--- src/rtl/prog_loader_if.sv ---
// prog_loader_if -- byte stream into the programming-chain loader.
//   data_in    : config byte, MSB is shifted into the chain first
//   data_valid : source has a byte on data_in
//   data_ready : loader takes data_in on this edge when data_valid is also high
// master = byte source, slave = prog_loader.
interface prog_loader_if;
    logic [7:0] data_in;
    logic       data_valid;
    logic       data_ready;

    modport master (output data_in, output data_valid, input data_ready);
    modport slave  (input data_in, input data_valid, output data_ready);
endinterface

--- src/rtl/prog_loader.sv ---
// prog_loader -- streams config bytes serially into a CHAIN_LEN-bit programming
// chain while capturing the old chain contents for readback.
//   prog_clk   : clock, all state changes on its rising edge
//   prog_rst   : asynchronous active-high reset
//   start      : begin a load (only looked at in IDLE)
//   abort      : cancel an active load
//   dbus       : byte stream (data_in / data_valid / data_ready)
//   prog_en    : chain shift enable
//   prog_in    : chain serial data
//   chain_out  : serial output of the last chain stage
//   rb_data    : readback byte, first captured bit in bit 7
//   rb_valid   : one-cycle strobe for rb_data
//   busy       : high while loading
//   done       : one-cycle pulse when a load completes normally
module prog_loader #(
    parameter int unsigned CHAIN_LEN = 16
) (
    input  logic               prog_clk,
    input  logic               prog_rst,
    input  logic               start,
    input  logic               abort,
    prog_loader_if.slave       dbus,
    output logic               prog_en,
    output logic               prog_in,
    input  logic               chain_out,
    output logic [7:0]         rb_data,
    output logic               rb_valid,
    output logic               busy,
    output logic               done
);

    localparam int unsigned NB     = (CHAIN_LEN + 7) / 8;
    localparam int unsigned BIT_W  = $clog2(CHAIN_LEN + 1);
    localparam int unsigned BYTE_W = $clog2(NB + 1);
    localparam logic [BIT_W-1:0]  LAST_BIT = BIT_W'(CHAIN_LEN - 1);
    localparam logic [BYTE_W-1:0] NB_L     = BYTE_W'(NB);

    typedef enum logic [1:0] {IDLE, LOAD, DONE} state_t;

    state_t            state;
    logic [BIT_W-1:0]  bit_cnt;
    logic [BYTE_W-1:0] byte_cnt;
    logic [7:0]        shift_buf;
    logic [3:0]        buf_bits;
    logic [7:0]        rb_sr;
    logic [3:0]        rb_cnt;

    logic       in_load;
    logic       accept;
    logic       final_shift;
    logic [7:0] rb_next;
    logic [3:0] rb_cnt_next;
    logic [7:0] rb_aligned;

    assign in_load         = (state == LOAD);
    // Ready already at one buffered bit so the next byte lands on the edge that
    // shifts that bit out, keeping the chain shifting without gaps.
    assign dbus.data_ready = in_load && (buf_bits <= 4'd1) && (byte_cnt < NB_L);
    assign prog_en         = in_load && (buf_bits != 4'd0);
    assign prog_in         = shift_buf[7];

    always_comb begin
        accept      = dbus.data_valid && dbus.data_ready;
        final_shift = prog_en && (bit_cnt == LAST_BIT);
        rb_next     = {rb_sr[6:0], chain_out};
        rb_cnt_next = rb_cnt + 4'd1;
        // A short final byte is left-aligned; stale high bits shift out.
        rb_aligned  = rb_next << (4'd8 - rb_cnt_next);
    end

    always_ff @(posedge prog_clk or posedge prog_rst) begin
        if (prog_rst) begin
            state     <= IDLE;
            bit_cnt   <= '0;
            byte_cnt  <= '0;
            shift_buf <= '0;
            buf_bits  <= '0;
            rb_sr     <= '0;
            rb_cnt    <= '0;
            rb_data   <= '0;
            rb_valid  <= 1'b0;
            busy      <= 1'b0;
            done      <= 1'b0;
        end else begin
            rb_valid <= 1'b0;
            done     <= 1'b0;
            case (state)
                IDLE: begin
                    if (start) begin
                        state     <= LOAD;
                        busy      <= 1'b1;
                        bit_cnt   <= '0;
                        byte_cnt  <= '0;
                        shift_buf <= '0;
                        buf_bits  <= '0;
                        rb_sr     <= '0;
                        rb_cnt    <= '0;
                    end
                end
                LOAD: begin
                    // Capture happens on every shift edge, including an
                    // aborted one, since the chain itself still shifts.
                    if (prog_en) begin
                        bit_cnt <= bit_cnt + 1'b1;
                        rb_sr   <= rb_next;
                        if (rb_cnt_next == 4'd8 || final_shift) begin
                            rb_cnt <= '0;
                            if (!abort) begin
                                rb_valid <= 1'b1;
                                rb_data  <= rb_aligned;
                            end
                        end else begin
                            rb_cnt <= rb_cnt_next;
                        end
                    end
                    if (abort) begin
                        state     <= IDLE;
                        busy      <= 1'b0;
                        shift_buf <= '0;
                        buf_bits  <= '0;
                    end else if (final_shift) begin
                        state     <= DONE;
                        busy      <= 1'b0;
                        done      <= 1'b1;
                        shift_buf <= '0;
                        buf_bits  <= '0;
                    end else if (accept) begin
                        shift_buf <= dbus.data_in;
                        buf_bits  <= 4'd8;
                        byte_cnt  <= byte_cnt + 1'b1;
                    end else if (prog_en) begin
                        shift_buf <= {shift_buf[6:0], 1'b0};
                        buf_bits  <= buf_bits - 4'd1;
                    end
                end
                DONE: begin
                    state <= IDLE;
                end
                default: begin
                    state <= IDLE;
                end
            endcase
        end
    end

endmodule

--- src/flat_wrapper.sv ---
// flat-port wrapper written by rule: the top's interface ports become plain ports
module prog_loader_flat 
#(
    parameter int unsigned CHAIN_LEN = 16
)
  (prog_clk, prog_rst, start, abort, prog_en, prog_in, chain_out, rb_data, rb_valid, busy, done, dbus_data_in, dbus_data_valid, dbus_data_ready);
  prog_loader_if dbus_i ();
  input  logic prog_clk;
  input  logic prog_rst;
  input  logic start;
  input  logic abort;
  output logic prog_en;
  output logic prog_in;
  input  logic chain_out;
  output logic [7:0] rb_data;
  output logic rb_valid;
  output logic busy;
  output logic done;
  input wire logic [$bits(dbus_i.data_in)-1:0] dbus_data_in;
  input wire logic [$bits(dbus_i.data_valid)-1:0] dbus_data_valid;
  output wire logic [$bits(dbus_i.data_ready)-1:0] dbus_data_ready;
  assign dbus_i.data_in = dbus_data_in;
  assign dbus_i.data_valid = dbus_data_valid;
  assign dbus_data_ready = dbus_i.data_ready;
  prog_loader #(.CHAIN_LEN(CHAIN_LEN)) u_core (.prog_clk(prog_clk), .prog_rst(prog_rst), .start(start), .abort(abort), .dbus(dbus_i), .prog_en(prog_en), .prog_in(prog_in), .chain_out(chain_out), .rb_data(rb_data), .rb_valid(rb_valid), .busy(busy), .done(done));
endmodule
--- config.mk ---
export PLATFORM = sky130hd
export DESIGN_NAME = prog_loader_flat
export DESIGN_NICKNAME = d
export VERILOG_FILES = /design/src/rtl/prog_loader_if.sv /design/src/rtl/prog_loader.sv /design/src/flat_wrapper.sv
export SDC_FILE = /design/constraint.sdc
export NUM_CORES = 1
export LEC_CHECK = 0
export BUFFER_PORTS_ARGS = -buffer_cell sky130_fd_sc_hd__buf_4
export CAP_MARGIN = 25
export CORE_UTILIZATION = 58
export DETAILED_ROUTE_END_ITERATION = 10
export PLACE_DENSITY = 0.84
export SYNTH_ARGS = -nofsm -noshare
export SYNTH_HDL_FRONTEND = slang
export SYNTH_SLANG_ARGS = --single-unit
--- constraint.sdc ---
create_clock -name prog_clk -period 2.37 [get_ports prog_clk]
set_clock_uncertainty 0.1 [all_clocks]
set_input_delay 0.1185 -clock prog_clk [delete_from_list [all_inputs] [get_ports prog_clk]]
set_output_delay 0.1185 -clock prog_clk [all_outputs]
set_load 0.005 [all_outputs]
==> metrics, run 1 <==
cell count after synthesis 252; max-slew violation count 0; Max Cap Viol 0; Yosys reg bits 43; IO Count 28; r2r setup slk around 310 ps; Syn Area/Cell 9.62 um2; Pre-Repair DR Iteration Count 4; clock buffer count from CTS 5; first-pass GRT wire length 8190 um; Pwr Total 2750 uW; Starting Density 60.6%; proportion of layout cells with a drive suffix above 1 23.3%; gpl congestion 0.835; Max Fclk 475 MHz; Area Overhead vs Synth 18.7%; DR iter-0 viols 135; crit share post-route 88.9%; Place WS 219 ps; P per Cell Area ~960 mW/mm2; vias 1920; Routed WL 4670 um; Worst VDD drop between 0.5 and 0.6 mV; Netlist Area Pre-Place 0.00242 mm2; RSZ-0062 raised after global routing false; CP arrival 1890 ps; Critical Path Fanout Max 13; setup ws final approximately 260 ps; Startpoint Class register; number of global-route vias before repair 1880; DPL Wire Length around 3300 um; post-CTS setup buffer count 0; critical path class register to primary output; CP required ~2200 ps; root buf cell clkbuf_8; # fillers 299; Syn Nets 271; Slew HR 64.9%; Wirelength per Cell between 10 and 15 um; Antenna Nets Post-Route 0; row count 23; TNS Setup 0 ps; DRC Markers 0; post-synthesis sequential area ratio 44.4%; clk_lat worst skew 290 ps; H-tree Lvls 2; Die X 66.7 um; grt ovf 0; YS warnings 0; ys flop type dfrtp_1; count of final hold-check violations 0; clock transition at the registers of the reported paths 90 ps; worst hold path type primary input to register; Core Region 0.00400 mm2; Total GRT Usage 24.3%; Post-synth EDFFs 0; Hold Slack 12.4 ps; status finished clean; CTS tree yes; fin nets 305; Tmin final 2110 ps; initial antenna violation count 0; Die Span Y 66.7 um; Least-Margin Pin Slew 527 ps; Max clock buf depth 2; Port Buffer Count 27; largest net degree at the start of global routing 44; Async SR Flop Fraction 100%; DIE AREA 0.00444 mm2; number of distinct library cells after synthesis 60; CP endpoint kind primary output; Leak about 0.0013 uW; CTS Sinks 43; Via density 5.70; final setup violation count 0; Antenna Cells 0
## worst max-delay path, cell delays in order, from the launching register on
cell and delay [ps]:
dfrtp_1 430, inv_1 80, ha_1 210, or3b_4 490
nand2b_4 120, inv_2 110, buf_4 160
## report_power, final
group / internal, uW / switching, uW
Clock: 420 / 260
Combinational: 484 / 640
Sequential: 837 / 113
Total: 1740 / 1010
## routing by layer
layer | wire, um | vias to the layer above | GRT usage (%)
met5 | 0 | - | 0
met4 | 40 | 0 | 8.78
met3 | 183 | 4 | 4.62
met2 | 2280 | 37 | 39.6
met1 | 2170 | 923 | 32.0
li1 | - | 956 | -
## worst paths after layout
path                                     from             endpoint  cells after the start
max                        u_core.buf_bits[0]              prog_en                      6
min                           dbus_data_in[2]  u_core.shift_buf[2]                      3
max reg2reg                u_core.buf_bits[0]  u_core.shift_buf[6]                      7
min reg2reg                 u_core.rb_data[7]    u_core.rb_data[7]                      2
max in group asynchronous            prog_rst   u_core.byte_cnt[0]                      4
min in group asynchronous            prog_rst    u_core.rb_data[1]                      4
## placed cells by master, fill, tap and decap left out, types with 2 or more instances in the layout
cell type | netlist | final
or3_1 | 2 | 2
o21ai_2 | 2 | 2
a21oi_1 | 9 | 9
o21a_1 | 4 | 4
nand2b_1 | 2 | 2
nor2_1 | 13 | 13
o31ai_2 | 2 | 2
inv_1 | 7 | 7
dfrtp_1 | 43 | 43
a31oi_1 | 3 | 3
nor3_1 | 2 | 2
o31ai_1 | 7 | 7
o21ai_1 | 20 | 20
a211oi_1 | 2 | 2
nor2b_1 | 3 | 3
nand2b_4 | 2 | 2
o22ai_1 | 2 | 2
buf_4 | 3 | 36
ha_1 | 5 | 5
mux2i_1 | 9 | 9
bufinv_16 | 0 | 2
nand2_1 | 48 | 48
mux4_2 | 2 | 2
clkbuf_8 | 0 | 5
inv_2 | 2 | 2
xor2_1 | 3 | 3
dlygate4sd3_1 | 0 | 7
o2bb2ai_1 | 2 | 2
nand3_1 | 9 | 9
## what timing repair did
item                       CTS  global route
gates resized for setup      0             1
hold endpoints to repair    48             1
setup endpoints to repair    0             1
hold buffers                 6             1
## flip-flops by register name, summed over array words and instances (netlist names)
| name | flops |
|---|---|
| u_core.rb_valid | 1 |
| u_core.rb_data | 8 |
| u_core.bit_cnt | 5 |
| u_core.state | 2 |
| u_core.shift_buf | 8 |
| u_core.rb_sr | 7 |
| u_core.busy | 1 |
| u_core.byte_cnt | 2 |
| u_core.buf_bits | 4 |
| u_core.rb_cnt | 4 |
| u_core.done | 1 |
## cell usage after synthesis, drive strengths merged (2+ instances only)
library cell | number | area share, %
o22ai | 2 | 0.52
xor2 | 3 | 1.1
nor2 | 15 | 3.1
o2bb2ai | 2 | 0.72
inv | 9 | 1.4
a31oi | 3 | 0.77
nor2b | 3 | 0.77
nor3 | 2 | 0.41
nand3 | 10 | 2.6
clkbuf | 2 | 0.31
nand2 | 50 | 8.7
o21ai | 23 | 5.1
dfrtp | 43 | 44
o21a | 4 | 1.2
a21oi | 10 | 2.2
mux4 | 2 | 1.9
ha | 5 | 2.6
buf | 14 | 3.4
o31ai | 9 | 3.2
a211oi | 2 | 0.62
nor4b | 2 | 0.98
or3 | 3 | 0.98
mux2i | 9 | 3.7
nand2b | 5 | 2.0
mux2 | 2 | 0.93
or3b | 2 | 0.72
## per-stage QoR
| stage | area (um2) | util [%] | instances |
|---|---|---|---|
| after global routing | 2880 | 71.9 | 337 |
| final | 2880 | 71.9 | 337 |
| after global placement | 2670 | 66.7 | 322 |
| after floorplan | 2420 | - | 252 |
| after detailed placement | 2670 | 66.7 | 322 |
| after CTS | 2870 | 71.6 | 336 |
## cells by family (layout without fill, tap and decap cells)
logic type	Yosys count	count (layout)	synth area share [%]
buffers and inverters	25	60	5.06
AND/OR/NAND/NOR	100	100	22.9
adder cells (fa/ha/maj)	5	5	2.58
AO/OA/AOI/OAI	62	62	17.1
multiplexers	13	13	6.50
XOR/XNOR	4	4	1.45
flip-flops	43	43	44.4
## area by class of cell
type / instances / area [um2] / area share (%)
inverter: 9 / 33.8 / 1.17
timing repair buffer: 43 / 340 / 11.8
tap: 50 / 62.6 / 2.17
multi-input combinational: 184 / 1230 / 42.7
sequential: 43 / 1080 / 37.4
clock inverter: 3 / 67.6 / 2.35
clock buffer: 5 / 68.8 / 2.39
Power figures use the tool's default switching activity.
==> run 2: changes to the inputs <==
--- a/config.mk
+++ b/config.mk
@@ -10,6 +10,8 @@
 export CORE_UTILIZATION = 58
 export DETAILED_ROUTE_END_ITERATION = 10
 export PLACE_DENSITY = 0.84
+export REMOVE_ABC_BUFFERS = 1
+export SLEW_MARGIN = 20
 export SYNTH_ARGS = -nofsm -noshare
 export SYNTH_HDL_FRONTEND = slang
 export SYNTH_SLANG_ARGS = --single-unit
==> run 2 against run 1 <==
Against the previous run: maximum frequency fell by 4.6%; register-to-register slack got worse by 90 ps; sequential share of layout area rose by 0.81 points; via count fell by 3.4%; final cell count fell by 1.2%; global-route usage fell by 0.62 points; worst hold slack got worse by 1.9 ps; clock power fell by 17%; critical path depth did not move; core utilization fell by 1.5 points; critical path type unchanged; routed wire length fell by 0.88%.
==> metrics, run 2 (same netlist as run 1, synthesis figures left out) <==
status finished clean; critical path depth 6 (unchanged); gpl congestion 0.839 (+0.49%); Wirelength per Cell 13.9 um (+0.31%); DIE AREA 0.00444 mm2 (unchanged); clock transition at the registers of the reported paths 90 ps (about the same); commonest cells after routing, fill and taps aside 48 x nand2_1, 43 x dfrtp_1, 35 x buf_4; Leak 0.00125 uW (-1.9%); CP arrival 1990 ps (+100 ps); sequential power share 36.5% (+2.0 points); met2 wire length 2190 um (-4.0%); Pwr Total 2620 uW (-5.0%); Least-Margin Pin Slew 530 ps (+2.45 ps); initial antenna violation count 0 (unchanged); Met1 Wirelength 2200 um (+1.2%); cell chain of the critical path inv_1 -> ha_1 -> or3b_4 -> nand2b_4 -> inv_2 -> buf_4; Hold Slack 10.5 ps (-1.90 ps); DR iter-0 viols 99 (-27%); number of global-route vias before repair 1679 (-11%); post-CTS setup buffer count 0 (unchanged); clock buffer count from CTS 5 (unchanged); Net Sw Frac 38.5% (+1.8 points); IO Count 28 (unchanged); vias 1855 (-3.4%); Psw 1010 uW (-0.33%); CTS tree yes; Starting Density 60.6% (unchanged); root buf cell clkbuf_8; Worst VDD drop 0.596 mV (+14%); P per Cell Area 929 mW/mm2 (-2.9%); Die Span Y 66.7 um (unchanged); Tmin final 2210 ps (+102 ps); largest net degree at the start of global routing 44 (unchanged); CP required 2150 ps (about the same); area of the multi-input gates 0.00123 mm2 (unchanged); Via density 5.57 (-2.2%); Int Power 1610 uW (-7.6%); CP Buf/Inv Count 3 (unchanged); grt ovf 0 (unchanged); Port Buffer Count 27 (unchanged); DRC Markers 0 (unchanged); DPL Wire Length 3340 um (+0.84%); Placed Cells incl. Taps 321 (-0.31%); Pre-Repair DR Iteration Count 5 (+1); crit share post-route 93.2% (+4.3 points); row count 23 (unchanged); Reg area 0.00108 mm2 (unchanged); DR top layer met4; worst reg-to-reg path cell count 7 (unchanged); WHS Path Cells 3 (unchanged); Core Region 0.00400 mm2 (unchanged); Finished Core Util 70.4% (-1.5 points); max-slew violation count 0 (unchanged); RSZ-0062 raised after global routing false; CTS Sinks 43 (unchanged); Max clock buf depth 2 (unchanged); Critical Path Fanout Max 13 (unchanged); slowest CP cell or3b_4; worst hold path type primary input to register; fin nets 301 (-1.3%); Antenna Nets Post-Route 0 (unchanged); cell family with most CP delay simple AND/OR/NAND/NOR gates; TNS Setup 0 ps (unchanged); Startpoint Class register; DR WL met3 199 um (+8.7%); critical path class register to primary output; Max Cap Viol 0 (unchanged); Logic pwr share 41.8% (+1.0 points); Antenna Cells 0 (unchanged); Slew HR 64.7% (-0.16 points); Layout Cells excl Fill 333 (-1.2%); clk_lat worst skew 300 ps (about the same); Clk pwr share 21.6% (-3.1 points); final setup violation count 0 (unchanged); biggest regs u_core.rb_data x8, u_core.shift_buf x8, u_core.rb_sr x7; Routed WL 4630 um (-0.88%); commonest non-fill, non-tap cell in the layout nand2_1; proportion of layout cells with a drive suffix above 1 23.3% (-0.023 points); first-pass GRT wire length 7890 um (-3.7%); CP max stage delay 500 ps (about the same); # fillers 294 (-1.7%); H-tree Lvls 2 (unchanged); Max Fclk 453 MHz (-4.6%); CP endpoint kind primary output; Die X 66.7 um (unchanged); Total GRT Usage 23.7% (-0.62 points); Area Overhead vs Synth 16.2%; count of final hold-check violations 0 (unchanged)
run 2: changes by cell type in the layout (fill, tap and decap cells not counted):
cell and delta:
clkinvlp_4 -1, clkinv_4 +1, clkinv_2 +1, bufinv_16 -1
dlygate4sd3_1 -3, buf_4 -1
run 2: metrics by stage:
step                setup WS [ps]  area, um2
floorplan                   -98.0       2340
global placement              256       2660
detailed placement            168       2660
CTS                          19.6       2810
global route                 38.7       2820
finish                        162       2820
run 2: power by group through the flow:
stage               combinational, uW  sequential (uW)  clock, uW
detailed placement               1060              968          0
finish                           1090              956        566
CTS                              1080              954        579
floorplan                         765              977          0
global route                     1220              978        607
global placement                 1030              963          0
run 2: final timing paths:
kind                                    start             endpoint  slack (ps)
setup / recovery           u_core.buf_bits[0]              prog_en         160
hold / removal                dbus_data_in[1]  u_core.shift_buf[1]          10
setup reg to reg             u_core.rb_cnt[1]    u_core.rb_data[6]         220
hold reg to reg             u_core.rb_data[7]    u_core.rb_data[7]         380
max in group asynchronous            prog_rst      u_core.rb_sr[1]        1380
min in group asynchronous            prog_rst  u_core.shift_buf[1]         420
run 2: repair_timing:
| item | in CTS | in global routing |
|---|---|---|
| resized for setup | 0 | 1 |
| hold buffers | 4 | 0 |
| endpoints found under the setup margin | 0 | 6 |
| hold endpoints to repair | 46 | 0 |
run 2: final cells by class:
type,count,share of cell area (%)
clock inverter,3,1.55
tap,50,2.22
inverter,9,1.20
clock buffer,5,2.44
timing repair buffer,39,10.8
multi-input combinational,184,43.6
sequential,43,38.2
run 2: worst min-delay path: stages:
cell,delay [ps]
buf_4,80
mux2i_1,50
o21ai_1,120
run 2: per-layer routing:
metal | vias up | GRT usage [%]
met2 | 48 | 36.7
met3 | 6 | 4.62
met4 | 0 | 6.38
met5 | - | 0
li1 | 944 | -
met1 | 857 | 33.6
==> run 3: changes to the inputs <==
--- a/config.mk
+++ b/config.mk
@@ -5,7 +5,7 @@
 export SDC_FILE = /design/constraint.sdc
 export NUM_CORES = 1
 export LEC_CHECK = 0
-export BUFFER_PORTS_ARGS = -buffer_cell sky130_fd_sc_hd__buf_4
+export BUFFER_PORTS_ARGS = -buffer_cell sky130_fd_sc_hd__buf_2
 export CAP_MARGIN = 25
 export CORE_UTILIZATION = 58
 export DETAILED_ROUTE_END_ITERATION = 10
==> run 3 against run 2 <==
Against the previous run: first-iteration DRC count is 27% higher; critical path depth is the same; sequential cell count stayed put; final cell count is 0.30% lower; final area fell by 3.4%; global-route usage fell by 0.056 points; worst setup slack gained 40 ps; clock power shrank 18%.
==> metrics, run 3 (same netlist as run 1, synthesis figures left out) <==
status finished clean; Place WS 177 ps (+8.31 ps); IO Count 28 (unchanged); CP endpoint kind primary output; worst reg-to-reg path cell count 6 (-1); Placed Cells incl. Taps 322 (+0.31%); CP startpoint u_core.buf_bits[0]; DR WL met3 173 um (-13%); Total GRT Usage 23.6% (-0.056 points); setup ws final 202 ps (+40.0 ps); DPL Wire Length 3450 um (+3.2%); Starting Density 60.6% (unchanged); number of global-route vias before repair 1757 (+4.6%); area of the multi-input gates 0.00123 mm2 (unchanged); CP arrival 1950 ps (-40 ps); critical path class register to primary output; grt ovf 0 (unchanged); crit share post-route 91.5% (-1.7 points); WHS Path Cells 3 (unchanged); Startpoint Class register; commonest non-fill, non-tap cell in the layout nand2_1; largest net degree at the start of global routing 44 (unchanged); clock buffer count from CTS 5 (unchanged); first-pass GRT wire length 7890 um (about the same); fin nets 301 (unchanged); Pre-Repair DR Iteration Count 4 (-1); hold_sp dbus_data_in[1]; max-slew violation count 0 (unchanged); worst hold path type primary input to register; clk_lat worst skew 290 ps (about the same); Die X 66.7 um (unchanged); Wirelength per Cell 14.3 um (+3.1%); DRC Markers 0 (unchanged); H-tree Lvls 2 (unchanged); CTS tree yes; RSZ-0062 raised after global routing false; clock transition at the registers of the reported paths 80 ps (about the same); Tmin final 2170 ps (-40.0 ps); cell chain of the critical path inv_1 -> ha_1 -> or3b_4 -> nand2b_4 -> inv_2 -> buf_2; Max clock buf depth 2 (unchanged); Area Overhead vs Synth 12.2%; Core Region 0.00400 mm2 (unchanged); met2 wire length 2250 um (+2.8%); DIE AREA 0.00444 mm2 (unchanged); Antenna Cells 0 (unchanged); biggest regs u_core.rb_data x8, u_core.shift_buf x8, u_core.rb_sr x7; P per Cell Area 929 mW/mm2 (about the same); Slew HR 63.6% (-1.1 points); R2R Path Start u_core.bit_cnt[0]; Reg area 0.00108 mm2 (unchanged); DR top layer met4; initial antenna violation count 0 (unchanged); Worst VDD drop 0.632 mV (+6.0%); Layout Cells excl Fill 332 (-0.30%); slowest CP cell or3b_4; CP required 2150 ps (about the same); Die Span Y 66.7 um (unchanged); CTS Sinks 43 (unchanged); DR iter-0 viols 126 (+27%); Critical Path Fanout Max 13 (unchanged); Antenna Nets Post-Route 0 (unchanged); Routed WL 4760 um (+2.8%); vias 1925 (+3.8%); final setup violation count 0 (unchanged); row count 23 (unchanged); Port Buffer Count 27 (unchanged); CP max stage delay 490 ps (about the same); post-CTS setup buffer count 0 (unchanged); Least-Margin Pin Slew 546 ps (+16.0 ps); gpl congestion 0.839 (about the same); Pwr Total 2530 uW (-3.4%); Met1 Wirelength 2270 um (+3.4%); count of final hold-check violations 0 (unchanged); TNS Setup 0 ps (unchanged); root buf cell clkbuf_8; # fillers 300 (+2.0%); Via density 5.80 (+4.1%); commonest cells after routing, fill and taps aside 48 x nand2_1, 43 x dfrtp_1, 27 x buf_2; proportion of layout cells with a drive suffix above 1 23.4% (+0.083 points); Max Fclk 461 MHz (+1.8%); Max Cap Viol 0 (unchanged); Leak 0.00123 uW (-1.7%)
-- run 3: cell count changes in the layout (fill, tap and decap cells not counted), sizes merged --
cell,change
dlygate4sd3,-1
buf,+1
clkbuf,+1
bufinv,-1
clkinv,-1
-- run 3: power by group --
group / total, uW / internal (uW) / switching (uW)
Combinational: 1110 / 463 / 644
Clock: 464 / 229 / 236
Sequential: 957 / 837 / 120
Total: 2530 / 1530 / 999
-- run 3: final cells by class --
type                            count  area share, %
Sequential cell                    43           39.5
Timing Repair Buffer               39           8.55
Inverter                            9           1.24
Clock inverter                      1          0.184
Clock buffer                        6           3.03
Multi-Input combinational cell    184           45.1
Tap cell                           50           2.30
-- run 3: metal layers --
metal / vias to the layer above / track usage, %
met5: - / 0
met4: 0 / 7.98
met3: 8 / 4.11
met2: 42 / 38.1
met1: 928 / 31.9
li1: 947 / -
-- run 3: worst paths after layout --
path	slack, ps	to
worst max-delay path	200	prog_en
min in group asynchronous	410	u_core.shift_buf[2]
worst max register to register	280	u_core.rb_data[2]
max in group asynchronous	1390	u_core.byte_cnt[1]
worst min register to register	370	u_core.byte_cnt[0]
worst min-delay path	6	u_core.shift_buf[1]
-- run 3: metrics by stage --
stage	hold WS (ps)	instance area, um2	utilization, %
after global placement	170	2600	65.0
final	5.72	2720	68.0
after detailed placement	197	2600	65.0
after CTS	8.20	2720	68.0
after global routing	2.99	2720	68.0
after floorplan	124	2340	-
-- run 3: repair_timing --
item                                   in CTS  in global routing
hold buffers                                3                  0
setup endpoints to repair                   0                  1
endpoints found under the hold margin      45                  0
gates resized for setup                     0                  1
-- run 3: critical path: cells and delay by family, from the launching register on --
kind,cells,cell delay [ps]
simple gates,2,620
buf+inv,3,350
fa+ha+maj,1,250
flops,1,440
